==> src/rtl/io_uart_pkg.sv <==
// Shared UART definitions: FSM state encoding and CPU status register layout.
// Meant to be imported by both the transmitter and a future receiver.
package io_uart_pkg;

  typedef enum logic [1:0] {
    ST_IDLE  = 2'd0,
    ST_START = 2'd1,
    ST_DATA  = 2'd2,
    ST_STOP  = 2'd3
  } uart_state_e;

  localparam int STAT_EMPTY   = 0;
  localparam int STAT_FULL    = 1;
  localparam int STAT_BUSY    = 2;
  localparam int STAT_OVF     = 3;
  localparam int STAT_CNT_LSB = 4;
  localparam int STAT_CNT_MSB = 6;

  function automatic logic [7:0] pack_status(input logic empty, input logic full,
                                             input logic busy, input logic ovf,
                                             input logic [2:0] cnt);
    logic [7:0] s;
    s = '0;
    s[STAT_EMPTY] = empty;
    s[STAT_FULL]  = full;
    s[STAT_BUSY]  = busy;
    s[STAT_OVF]   = ovf;
    s[STAT_CNT_MSB:STAT_CNT_LSB] = cnt;
    return s;
  endfunction

endpackage

==> src/rtl/uart_fifo.sv <==
// Generic synchronous FIFO, power-of-two depth; dout shows the head combinationally.
// No backpressure: push while full and pop while empty are ignored internally.
module uart_fifo #(
  parameter int WIDTH = 8,
  parameter int DEPTH = 4
) (
  input  logic                     Clock,
  input  logic                     Reset,
  input  logic                     push,
  input  logic                     pop,
  input  logic [WIDTH-1:0]         din,
  output logic [WIDTH-1:0]         dout,
  output logic                     empty,
  output logic                     full,
  output logic [$clog2(DEPTH):0]   count
);

  localparam int AW = $clog2(DEPTH);

  logic [WIDTH-1:0] mem [DEPTH];
  logic [AW-1:0]    wr_ptr;
  logic [AW-1:0]    rd_ptr;
  logic             do_push;
  logic             do_pop;

  assign empty   = (count == '0);
  assign full    = (count == (AW+1)'(DEPTH));
  assign do_push = push && !full;
  assign do_pop  = pop && !empty;
  assign dout    = mem[rd_ptr];

  // Pointers wrap naturally because DEPTH is a power of two.
  always_ff @(posedge Clock) begin
    if (Reset) begin
      wr_ptr <= '0;
      rd_ptr <= '0;
      count  <= '0;
    end else begin
      if (do_push) begin
        mem[wr_ptr] <= din;
        wr_ptr      <= wr_ptr + 1'b1;
      end
      if (do_pop) rd_ptr <= rd_ptr + 1'b1;
      if (do_push && !do_pop)      count <= count + 1'b1;
      else if (do_pop && !do_push) count <= count - 1'b1;
    end
  end

endmodule

==> src/rtl/io_uart_tx.sv <==
// 8N1 UART transmitter with transmit FIFO; txd falls one cycle after a push into an idle, empty block.
// No backpressure: writes to a full FIFO are dropped and flagged as sticky overflow in status.
module io_uart_tx #(
  parameter int CLKS_PER_BIT = 16,
  parameter int FIFO_DEPTH   = 4
) (
  input  logic       Clock,
  input  logic       Reset,
  input  logic       wr_en,
  input  logic [7:0] wr_data,
  input  logic       ovf_clr,
  output logic [7:0] status,
  output logic       txd
);
  import io_uart_pkg::*;

  localparam int CW = $clog2(FIFO_DEPTH) + 1;
  localparam logic [7:0] BAUD_MAX = 8'(CLKS_PER_BIT - 1);

  logic          fifo_push;
  logic          fifo_pop;
  logic [7:0]    fifo_dout;
  logic          fifo_empty;
  logic          fifo_full;
  logic [CW-1:0] fifo_count;

  uart_state_e state_q, state_d;
  logic [7:0]  baud_q, baud_d;
  logic [2:0]  bit_q, bit_d;
  logic [7:0]  sh_q, sh_d;
  logic        txd_q, txd_d;
  logic        ovf_q;
  logic        baud_end;

  assign fifo_push = wr_en && !fifo_full;

  uart_fifo #(.WIDTH(8), .DEPTH(FIFO_DEPTH)) u_fifo (
    .Clock (Clock),
    .Reset (Reset),
    .push  (fifo_push),
    .pop   (fifo_pop),
    .din   (wr_data),
    .dout  (fifo_dout),
    .empty (fifo_empty),
    .full  (fifo_full),
    .count (fifo_count)
  );

  assign baud_end = (baud_q == BAUD_MAX);

  always_comb begin
    state_d  = state_q;
    baud_d   = baud_q;
    bit_d    = bit_q;
    sh_d     = sh_q;
    fifo_pop = 1'b0;
    case (state_q)
      ST_IDLE: begin
        if (!fifo_empty) begin
          fifo_pop = 1'b1;
          sh_d     = fifo_dout;
          state_d  = ST_START;
          baud_d   = '0;
          bit_d    = '0;
        end
      end
      ST_START: begin
        if (baud_end) begin
          state_d = ST_DATA;
          baud_d  = '0;
        end else begin
          baud_d = baud_q + 8'd1;
        end
      end
      ST_DATA: begin
        if (baud_end) begin
          baud_d = '0;
          if (bit_q == 3'd7) begin
            state_d = ST_STOP;
            bit_d   = '0;
          end else begin
            bit_d = bit_q + 3'd1;
            sh_d  = {1'b0, sh_q[7:1]};
          end
        end else begin
          baud_d = baud_q + 8'd1;
        end
      end
      ST_STOP: begin
        if (baud_end) begin
          state_d = ST_IDLE;
          baud_d  = '0;
        end else begin
          baud_d = baud_q + 8'd1;
        end
      end
      default: state_d = ST_IDLE;
    endcase

    // txd is registered from the next state so the line level lines up with the state.
    case (state_d)
      ST_START: txd_d = 1'b0;
      ST_DATA:  txd_d = sh_d[0];
      default:  txd_d = 1'b1;
    endcase
  end

  always_ff @(posedge Clock) begin
    if (Reset) begin
      state_q <= ST_IDLE;
      baud_q  <= '0;
      bit_q   <= '0;
      sh_q    <= '0;
      txd_q   <= 1'b1;
      ovf_q   <= 1'b0;
    end else begin
      state_q <= state_d;
      baud_q  <= baud_d;
      bit_q   <= bit_d;
      sh_q    <= sh_d;
      txd_q   <= txd_d;
      // A drop on this edge outranks a clear request.
      if (wr_en && fifo_full) ovf_q <= 1'b1;
      else if (ovf_clr)       ovf_q <= 1'b0;
    end
  end

  assign txd    = txd_q;
  assign status = pack_status(fifo_empty, fifo_full, (state_q != ST_IDLE), ovf_q,
                              3'(fifo_count));

endmodule

==> config.mk <==
export PLATFORM = sky130hd
export DESIGN_NAME = io_uart_tx
export DESIGN_NICKNAME = d
export VERILOG_FILES = /design/src/rtl/io_uart_pkg.sv /design/src/rtl/uart_fifo.sv /design/src/rtl/io_uart_tx.sv
export SDC_FILE = /design/constraint.sdc
export NUM_CORES = 1
export LEC_CHECK = 0
export CAP_MARGIN = 10
export CORE_MARGIN = 2
export CORE_UTILIZATION = 50
export CTS_CLUSTER_SIZE = 8
export DETAILED_ROUTE_END_ITERATION = 7
export PLACE_DENSITY = 0.7
export SLEW_MARGIN = 20
export SYNTH_ARGS = -nofsm -noshare
export SYNTH_HDL_FRONTEND = slang
export SYNTH_SLANG_ARGS = --single-unit
==> constraint.sdc <==
create_clock -name Clock -period 2.8 [get_ports Clock]
set_input_delay 0.28 -clock Clock [delete_from_list [all_inputs] [get_ports Clock]]
set_output_delay 0.28 -clock Clock [all_outputs]
set_load 0.02 [all_outputs]
==> results.yml, run 1 <==
critical_path:
  crit_slowest_cell: "or3_1"
  worstPathArrival_ns: 2.66
  crit_path_end_kind: "flip-flop"
  worst-setup-path-type: "flip-flop to flip-flop"
  crit_fanout: 6
  cp_num_buf_inv: 3
  cp.required_ns: 3.08
  cp_cell_sequence: "or3_1 -> inv_1 -> nor2_1 -> inv_1 -> ha_1 -> inv_1 -> fa_1 -> xor2_1 -> or3_1 -> a21oi_1"
  max_stage_delay_ns: 0.49
  path_common_cell: "inv_1"
  critPathTopFamily: "simple AND/OR/NAND/NOR gates"
  start_kind: "flip-flop"
power_and_ir_drop:
  powerDensity_nw_per_um2: 902
  vdd.ir_drop.worst_mv: 0.601
  p_total_mw: 2.90
  p_leak_nw: 1.14
place:
  gp_congestion: 0.843
  dp.cells: 308
  portBuffers: 19
  dpl.hpwl_um: 3130
  pre_cts_slack_ns: 0.433
sta:
  period_needed_ns: 2.38
  worstMarginPinSlew_ns: 0.542
  slew_headroom_pct: 63.8
  maxSlewViolCount: 0
  timing.final.crit_share_pct: 85.0
  worst_slack_ns: 0.419
  clock-skew-final_ns: 0.00664
  rsz0062_at_grt: "no"
  hold_viol_final: 0
  setup_viol: 0
  final.setup.tns_ns: 0
  hold_slack_ns: 0.462
  clock.fmax_mhz: 420
layout:
  nets: 268
  fill_cells: 451
  layout-drive-gt1-share_pct: 12.3
  antenna_cells: 0
  layout.cells.non_filler: 324
  synthToLayoutAreaGrowth_pct: 16.0
global_routing:
  gr-total-overflow: 0
  antenna_found_initial: 0
  grt_pass1_wl_um: 7870
  grt_usage_pct: 17.3
  grt_max_degree: 29
  grt_pass1_vias: 1629
synthesis:
  synth_area_leader_cell: "edfxtp_1"
  synth_fp_nets: 251
  ys_types: 43
  ys_seq_area_share_pct: 57.9
  synth_area_um2: 2770
  synth_area_leaders: "edfxtp_1 (35%), dfxtp_1 (23%), mux4_2 (6.5%)"
  yosys_warnings: 0
  ys_seq_elements: 64
  ys_async_sr_fraction_pct: 0
  synth_edf_count: 32
  ys.flop_type: "edfxtp_1"
  synthDominantCellAreaShare_pct: 34.7
  syn-instance-count: 230
  syn_avg_cell_area_um2: 12.0
  synthTopCellsByCount: "dfxtp_1 (32), edfxtp_1 (32), nor2_1 (20)"
floorplanning:
  top_level_ports: 21
  die_w_um: 78.4
  start_util_pct: 50.9
  core_um2: 5440
  fp.dieH_um: 78.4
  die-area_um2: 6150
  rows: 27
route:
  routedWlPerCell_um: 14.7
  drt_iter0_markers: 109
  drt-total-wl_um: 4770
  viasPerCell: 5.60
  dr.pass1.iters: 4
  drc: 0
  num_vias: 1816
  ant_nets: 0
clocking:
  cts.htree.levels: 3
  cts_root_buffer: "clkbuf_8"
  ctsHoldBuffers: 0
  ctsResizeCount: 0
  cts_max_path_buffers: 2
  cts_setup_buffers: 0
  worst_skew_pair.late_latency_ns: 0.34
  path_clk_slew_ns: 0.07
  cts_tree: "yes"
  numCtsBuffers: 9
  numClockSinks: 64
job:
  cap_violations: 0
status:
  status: "completed"
min_path:
  hp-class: "flip-flop to flip-flop"
==> area by class of cell <==
type,instances,area [um2],area share (%)
Multi-Input combinational cell,142,1050,32.7
Sequential cell,64,1600,49.9
Tap cell,72,90.1,2.80
Clock buffer,9,124,3.86
Clock inverter,7,103,3.19
Timing Repair Buffer,22,213,6.62
Inverter,8,30.0,0.935
==> cell families after synthesis <==
kind of cell | count (synthesis) | synth area share [%]
other cells | 1 | 0.135
buf+inv | 24 | 4.16
simple gates | 71 | 13.6
compound gates | 43 | 10.0
flops | 64 | 57.9
xor+xnor | 6 | 1.90
mux | 12 | 8.00
fa+ha+maj | 9 | 4.34
==> path summary, 6_finish.rpt <==
path,startpoint,end,slack (ns),cells past startpoint
setup / recovery,u_fifo.count[0],u_fifo.count[2],0.42,10
hold / removal,bit_q[1],bit_q[1],0.46,2
setup reg to reg,u_fifo.count[0],u_fifo.count[2],0.42,10
hold reg to reg,bit_q[1],bit_q[1],0.46,2
==> metal layers <==
metal / track usage, % / vias up / part of all wire, %
met1: 23.0 / 883 / 46
met2: 25.3 / 42 / 47
met5: 0 / - / 0
met4: 9.82 / 0 / 2.0
met3: 5.17 / 9 / 4.6
li1: - / 882 / -
==> placed cells by master (no fill, tap or decap), drive strengths merged, types with 4 or more instances in the layout <==
cell type / n
dfxtp: 32
o21ai: 8
a22oi: 8
o22ai: 7
clkbuf: 9
nand3: 8
edfxtp: 32
nor2: 20
and2: 4
a21oi: 11
inv: 10
xor2: 4
mux4: 8
ha: 8
nand2: 16
and3: 5
clkdlybuf4s50: 19
==> worst min-delay path, stage by stage, from the launching register on <==
cell and delay, ns:
dfxtp_1 0.31, nand2_1 0.05, o21ai_0 0.06
==> state kept, by name, indices dropped and copies added (netlist names), named ones only <==
signal	cells
bit_q	3
txd	1
u_fifo.wr_ptr	2
u_fifo.mem	32
ovf_q	1
baud_q	8
u_fifo.rd_ptr	2
sh_q	8
u_fifo.count	3
state_q	2
==> power by group <==
part | switching (mW) | internal (mW)
registers | 0.119 | 1.12
logic | 0.403 | 0.364
clock network | 0.385 | 0.510
==> metrics by stage <==
stage / util (%) / instance area (um2)
finish: 59.1 / 3210
global route: 59.1 / 3210
CTS: 59.1 / 3210
detailed placement: 54.9 / 2990
global placement: 54.9 / 2990
floorplan: - / 2770
(Power assumes the default switching activity.)
==> run 2: changes to the inputs <==
- SLEW_MARGIN: 20 -> 40
==> results of run 2 <==
The final DEF is identical to that of run 1; final timing and power are the same.
